## src/rtl/serdes_deframer.sv

```systemverilog
// Byte-stream deframer: hunts for SYNC_BYTE/payload pairs, verifies and locks alignment, and buffers payload in a FIFO.
// Optional feature: define DEFRAMER_ERRCNT_EN to build the saturating sync-error counter on err_cnt.
module serdes_deframer #(
    parameter logic [7:0] SYNC_BYTE  = 8'h81,
    parameter int         LOCK_CNT   = 3,
    parameter int         LOSS_CNT   = 2,
    parameter int         FIFO_DEPTH = 4
) (
    input  logic        clk,
    input  logic        reset,
    input  logic [7:0]  para_in,
    input  logic        byte_stb,
    output logic [7:0]  dout,
    output logic        dout_valid,
    input  logic        dout_ready,
    output logic        locked,
    output logic        overflow,
    output logic [15:0] err_cnt
);

    localparam int AW = $clog2(FIFO_DEPTH);
    localparam int CW = AW + 1;
    localparam int GW = $clog2(LOCK_CNT + 1);
    localparam int MW = $clog2(LOSS_CNT + 1);
    localparam logic [GW-1:0] LOCK_LAST = GW'(LOCK_CNT - 1);
    localparam logic [MW-1:0] MISS_LAST = MW'(LOSS_CNT - 1);
    localparam logic [CW-1:0] FULL_CNT  = CW'(FIFO_DEPTH);

    typedef enum logic [1:0] {HUNT, VERIFY, LOCKED} state_t;

    state_t        r_state;
    logic          r_phase;
    logic [GW-1:0] r_good_cnt;
    logic [MW-1:0] r_miss_cnt;
    logic          r_locked;

    logic [7:0]    r_mem [FIFO_DEPTH];
    logic [AW-1:0] r_wr_ptr;
    logic [AW-1:0] r_rd_ptr;
    logic [CW-1:0] r_count;
    logic          r_overflow;

    logic w_marker;
    logic w_push;
    logic w_pop;
    logic w_full;
    logic w_push_ok;

    assign w_marker  = (para_in == SYNC_BYTE);
    assign w_push    = reset && byte_stb && (r_state == LOCKED) && r_phase;
    assign w_full    = (r_count == FULL_CNT);
    assign w_pop     = dout_valid && dout_ready;
    assign w_push_ok = w_push && (!w_full || w_pop);

    // NOTE: all sequential state uses non-blocking assignments so every register samples pre-edge values.
    always_ff @(posedge clk) begin
        if (!reset) begin
            r_state    <= HUNT;
            r_phase    <= 1'b0;
            r_good_cnt <= '0;
            r_miss_cnt <= '0;
            r_locked   <= 1'b0;
        end else if (byte_stb) begin
            case (r_state)
                HUNT: begin
                    if (w_marker) begin
                        r_phase    <= 1'b1;
                        r_good_cnt <= GW'(1);
                        if (LOCK_CNT <= 1) begin
                            r_state    <= LOCKED;
                            r_locked   <= 1'b1;
                            r_good_cnt <= '0;
                        end else begin
                            r_state <= VERIFY;
                        end
                    end
                end
                VERIFY: begin
                    if (r_phase) begin
                        r_phase <= 1'b0;
                    end else if (w_marker) begin
                        r_phase <= 1'b1;
                        if (r_good_cnt == LOCK_LAST) begin
                            r_state    <= LOCKED;
                            r_locked   <= 1'b1;
                            r_good_cnt <= '0;
                        end else begin
                            r_good_cnt <= r_good_cnt + GW'(1);
                        end
                    end else begin
                        // The failing byte is consumed here, not re-tried as a marker.
                        r_state    <= HUNT;
                        r_good_cnt <= '0;
                    end
                end
                LOCKED: begin
                    r_phase <= ~r_phase;
                    if (!r_phase) begin
                        if (w_marker) begin
                            r_miss_cnt <= '0;
                        end else if (r_miss_cnt == MISS_LAST) begin
                            r_state    <= HUNT;
                            r_locked   <= 1'b0;
                            r_miss_cnt <= '0;
                            r_phase    <= 1'b0;
                        end else begin
                            r_miss_cnt <= r_miss_cnt + MW'(1);
                        end
                    end
                end
                default: r_state <= HUNT;
            endcase
        end
    end

    // NOTE: the payload storage is deliberately not reset; the empty count masks whatever it holds.
    always_ff @(posedge clk) begin
        if (w_push_ok) r_mem[r_wr_ptr] <= para_in;
    end

    always_ff @(posedge clk) begin
        if (!reset) begin
            r_wr_ptr   <= '0;
            r_rd_ptr   <= '0;
            r_count    <= '0;
            r_overflow <= 1'b0;
        end else begin
            if (w_pop)     r_rd_ptr <= r_rd_ptr + AW'(1);
            if (w_push_ok) r_wr_ptr <= r_wr_ptr + AW'(1);
            if (w_push && w_full && !w_pop) r_overflow <= 1'b1;
            case ({w_push_ok, w_pop})
                2'b10:   r_count <= r_count + CW'(1);
                2'b01:   r_count <= r_count - CW'(1);
                default: r_count <= r_count;
            endcase
        end
    end

    assign dout_valid = (r_count != '0);
    assign dout       = dout_valid ? r_mem[r_rd_ptr] : 8'h00;
    assign locked     = r_locked;
    assign overflow   = r_overflow;

`ifdef DEFRAMER_ERRCNT_EN
    logic        w_sync_err;
    logic [15:0] r_err_cnt;

    assign w_sync_err = byte_stb && !r_phase && !w_marker &&
                        ((r_state == VERIFY) || (r_state == LOCKED));

    always_ff @(posedge clk) begin
        if (!reset) begin
            r_err_cnt <= '0;
        end else if (w_sync_err && (r_err_cnt != 16'hFFFF)) begin
            r_err_cnt <= r_err_cnt + 16'd1;
        end
    end

    assign err_cnt = r_err_cnt;
`else
    assign err_cnt = 16'h0000;
`endif

endmodule

```

## config.mk

```make
export PLATFORM = sky130hd
export DESIGN_NAME = serdes_deframer
export DESIGN_NICKNAME = d
export VERILOG_FILES = /design/src/rtl/serdes_deframer.sv
export SDC_FILE = /design/constraint.sdc
export NUM_CORES = 1
export LEC_CHECK = 0
export ABC_AREA = 1
export CAP_MARGIN = 20
export CORE_ASPECT_RATIO = 0.9
export CORE_UTILIZATION = 53
export CTS_BUF_LIST = sky130_fd_sc_hd__clkbuf_8 sky130_fd_sc_hd__clkbuf_16
export CTS_CLUSTER_SIZE = 10
export DETAILED_ROUTE_END_ITERATION = 6
export GPL_TIMING_DRIVEN = 0
export PLACE_DENSITY = 0.76
export REMOVE_ABC_BUFFERS = 1
export SYNTH_ARGS = -nofsm -noshare
export SYNTH_HDL_FRONTEND = slang
export SYNTH_SLANG_ARGS = --single-unit
```

## constraint.sdc

```tcl
create_clock -name clk -period 2.2 [get_ports clk]
set_input_delay 0.22 -clock clk [delete_from_list [all_inputs] [get_ports clk]]
set_output_delay 0.22 -clock clk [all_outputs]
set_load 0.01 [all_outputs]
```

Yosys cells after proc, flatten, opt, wreduce, memory -nomap -nowiden
Memory sizes are Yosys's and may differ from the RTL's. A register that Yosys moved wholly into a read port is not among the register bits.
Cells that the tools add are included.
Operators by class
  add/subtract/negate cells: 6
  bitwise gates (word level): 1
  multiplexer cells: 34
  reduce and logical (&&, ||, !) cells: 21
  eq/ne operators: 16
Operator list (count)
  2-to-1 mux 2 bit: 14
  2-to-1 mux 1 bit: 14
  inequality test 2 bit, second input constant: 6
  adder 2 x 1 -> 2 bit, second input constant: 4
  equality test 8 bit, second input constant: 1
  2-to-1 mux 8 bit: 1
  AND reduction 8 bit: 1
  logical AND 1 bit: 7
  AND reduction 7 bit: 1
  equality test 2 x 1 -> 1 bit, second input constant: 3
  equality test 2 bit, second input constant: 3
  one-hot mux 2 bit (3 select lines): 1
  one-hot mux 3 bit (2 select lines): 1
  AND reduction 3 bit: 2
  nonzero test 2 bit: 3
  nonzero test 3 bit: 2
  one-hot mux 2 bit (2 select lines): 1
  AND reduction 4 bit: 1
  adder 3 x 1 -> 3 bit, second input constant: 1
  equality test 3 bit, second input constant: 1
  inequality test 3 bit, second input constant: 1
  one-hot mux 1 bit (3 select lines): 1
  subtractor 3 x 1 -> 3 bit, second input constant: 1
  zero test 1 bit: 2
  5 further kinds: 5
Word-level totals
  register bits: 16
  input bits: 12
  memory bits (writable): 32
  memories kept: 1
  output and inout bits: 27
Memories
  r_mem: depth 4, width 8, rd ports 1, clocked after Yosys merged registers in 1, wr ports 1, line 37  | logic [7:0] r_mem [FIFO_DEPTH];

Depth between registers and ports, before layout
  depth after elaboration: 6
  mapped depth: 13
  gate-level depth less buffers: 12

Least setup slack after synthesis
OpenSTA, ideal clock, no wires.
  path kind: register -> register
  from: register r_state[0]
  to: memory r_mem[0][0], enable pin
  setup time: 0.371 ns
  period minus slack after synthesis: 1.813 ns
  data required time: 1.829 ns
  buffers on the path: 1
  path slack: 0.387 ns
  cell stages (with the launch flop): 8
  data arrival time: 1.443 ns
  cells stage by stage: dfxtp_1 > inv_1 > ha_1 > nand2_1 > nor3_2 > nand2_2 > buf_6 > nor2_1
On the way
  cells in the longest elaborated chain, start to end: 6
Ends and longest elaborated chain
  start: declaration: line 31  | state_t r_state;
  start signal: assignment: line 58  | r_state <= HUNT;
  start signal: assignment: line 70  | r_state <= LOCKED;
  start signal: assignment: line 74  | r_state <= VERIFY;
  equality test 2 bit: line 50  | assign w_push = reset && byte_stb && (r_state == LOCKED) && r_phase;
  logical AND 1 bit (2 in series): line 50
  logical AND 1 bit: line 53  | assign w_push_ok = w_push && (!w_full || w_pop);
  2-to-1 mux 1 bit: line 118  | if (w_push_ok) r_mem[r_wr_ptr] <= para_in;
  2-to-1 mux 1 bit (implied by the code): line 118
  end: declaration: line 37
No other way between the ends.

==> implementation parameters <==
Parameter                              Value

Clock tree
  Clock-pin slew reported for the worst setup and hold paths after clock tree synthesis    90 ps
  # hold bufs at CTS    0
  Clock tree from TritonCTS    done
  Total clock buffers created by CTS    5
  Clk Tree Root Cell    sky130_fd_sc_hd__clkbuf_8
  Skew-Pair Late Insertion Delay    about 310 ps
  Number of clock sinks    50
  Number of buffers on the longest clock path    2
  Number of H-tree levels    2

Floorplanning
  Core Area    4430 um2
  Effective utilization at floorplan    roughly 55%
  Top-level port count    39
  Cell row count    23
  Area enclosed by the die boundary    just under 5000 um2
  Die Y-Extent    66.5 um
  Width of the die    73.6 um

Routing
  Number of iterations in the first detailed-routing pass    4
  Final WL    4130 um
  Wire length per cell after detailed routing    11.6 um
  Starting DRC count in detailed routing    90
  Via count of the routed design    roughly 1700
  Number of design rule violations left after detail routing    0
  Antenna viol nets, final    0
  Avg Vias per Cell    4.81

Layout
  Syn-to-layout area delta    13.0%
  Fin nets    312
  Final-layout fill cell count    410
  Layout cells sized above 1    about a tenth
  Antenna Diode Count    0
  Fin util    62.4%

Synthesis
  Top-count cell post-synth    sky130_fd_sc_hd__nor2_1
  Primary FF master, synth    sky130_fd_sc_hd__edfxtp_1
  Count of cell types in the netlist    30
  Portion of synthesized cell area occupied by the leading cell type    around 39%
  Top cells by area in the synthesized netlist    sky130_fd_sc_hd__edfxtp_1, sky130_fd_sc_hd__dfxtp_1, sky130_fd_sc_hd__nor2_1, sky130_fd_sc_hd__o21ai_0, sky130_fd_sc_hd__inv_1
  Post-synthesis instance total    270
  Flop and latch count out of synthesis    50
  Area leader, netlist    sky130_fd_sc_hd__edfxtp_1
  Sequential fraction of the synthesis area    between 50% and 60%
  Synthesized area per cell    9.06 um2
  List of most frequent post-synthesis cells    sky130_fd_sc_hd__nor2_1, sky130_fd_sc_hd__inv_1, sky130_fd_sc_hd__edfxtp_1
  Fraction of registers with async set or reset after synthesis    0%
  Netlist area before placement    between 2000 and 2500 um2
  Warnings, synthesis    0
  Number of synthesized flops with an enable pin    32

Worst hold path
  Worst Hold Path EP    r_good_cnt[1]
  Type of the most critical hold path    input port to register
  Min-Delay Path Depth    3
  Launch instance of the worst min-delay path    reset

Placement
  Worst slack at placement    -503 ps
  # port buffers    22
  Post-detailed-placement half-perimeter wirelength    2820 um
  Weighted congestion reported at the end of routability-driven placement    0.795

STA
  Maximum clock skew at final layout    7.59 ps
  Slack of the critical path    96.0 ps
  Portion of the clock cycle consumed by the worst path in the final layout    a little over nine tenths
  RSZ-0062 raised after global routing    no
  Final hold viol count    0
  Final setup violation count    0
  Worst rel slew slack    about three fifths
  Maximum frequency from static timing analysis    ~0.48 GHz
  Max-slew violation count    0
  Final period demand of the worst path    2100 ps
  Worst-Margin Slew    602 ps

Setup path
  Arrival time worst endpoint    1880 ps
  Critical path's most frequent cell    sky130_fd_sc_hd__nor2_1
  Worst r2r dst    r_mem[1][2]
  Top fanout value on the critical path    17
  CP startpoint kind    register
  Kind of capture point of the worst setup path    output pin
  Crit path required time    between 1500 and 2000 ps
  Class of the most critical setup path    register to output pin
  Reg2reg setup slack    230 ps
  Cell-by-cell trace of the critical path    nor2_1 > nor2_1 > o21ai_0 > a21oi_1 > clkdlybuf4s50_1
  R2R depth    6
  Max stage delay on crit path    540 ps
  Max stage delay cell, worst path    sky130_fd_sc_hd__dfxtp_2
  Reg2Reg Launch Point    r_state[0]

Job
  Max capacitance violation total    0

Pwr
  Pwr dens    969 nW/um2
  Leakage power of the design    1.10 nW
  Max IR drop VDD    0.000567 V

GRT
  Total global-route track usage    18.9%
  Maximum number of pins on one net before global-route repair    18
  Initial antenna violation count    0
  Global-route wire length before repair    6790 um
  Vias in the first global route    1592
  Grt ovf    0

Status
  Status    completed
## worst max-delay path, delay by kind of cell (launching register included)
kind            cells  cell delay, ps
simple gates        2             220
flops               1             540
compound gates      2             270
buf+inv             1             540
## stage by stage
stage	total power [mW]	setup TNS [ps]	hold WS, ps	cells	area [um2]
detailed placement	2.17	-14700	461	347	2650
global placement	2.14	-15260	455	347	2650
CTS	2.70	0	474	355	2750
finish	2.68	0	387	355	2770
floorplan	1.74	0	319	263	2350
global route	2.84	0	426	355	2770
## layer usage
metal / vias to the layer above / track usage [%] / part of all wire (%)
li1: 883 / - / -
met1: 790 / 21.9 / 45
met2: 33 / 32.5 / 50
met3: 2 / 5.30 / 3.6
met4: 0 / 8.41 / 0.53
met5: - / 0 / 0
## sequential cells by signal, indices dropped and copies added, names as in the netlist, named ones only
signal	cells
overflow	1
r_state	2
r_rd_ptr	2
r_wr_ptr	2
locked	1
r_phase	1
r_miss_cnt	2
r_good_cnt	2
r_mem	32
r_count	3
## layout make-up
class,instances,area [um2],area share [%]
flip-flops and latches,50,1330,48.0
clock inverters,3,20.0,0.724
clock buffers,5,68.8,2.49
well taps,62,77.6,2.81
repair buffers,22,225,8.14
inverters,37,143,5.16
multi-input cells,176,905,32.7
## worst max path at each step
stage,end,start,slack (ps)
finish,dout[7],register,100
global placement,r_mem[1][1],reset,-510
CTS,r_mem[1][2],reset,40
floorplan,r_count[2],r_state[0],410
global route,dout[2],register,3
detailed placement,r_mem[1][1],reset,-500
## kinds of logic (layout without fill, tap and decap cells)
family / Yosys count / in the layout / share of synthesized area (%)
AO/OA/AOI/OAI: 51 / 51 / 11.0
adder cells (fa/ha/maj): 8 / 8 / 4.40
buffers and inverters: 59 / 67 / 12.0
flip-flops: 50 / 50 / 54.0
other: 1 / 16 / 0.153
AND/OR/NAND/NOR: 101 / 101 / 18.5
## power by group
part | internal, mW | switching, mW | total [mW]
logic | 0.438 | 0.541 | 0.979
registers | 1.06 | 0.101 | 1.16
clock network | 0.224 | 0.313 | 0.538
total | 1.72 | 0.956 | 2.68
## layout by cell type, fill, tap and decap left out, drive strengths merged, types with 10 or more instances in the layout
| cell type | instances |
|---|---|
| nor2 | 57 |
| inv | 37 |
| edfxtp | 32 |
| nand2 | 28 |
| o21ai | 26 |
| a21oi | 22 |
| clkdlybuf4s50 | 20 |
| dfxtp | 18 |
| conb | 16 |
| nand3 | 10 |
## timing repair
item                                    CTS  global route
resized for setup                         6             5
hold endpoints to repair                  0             0
buffers inserted                          0             0
endpoints found under the setup margin   40            29
Note: power is estimated with default switching activity, not from simulation.
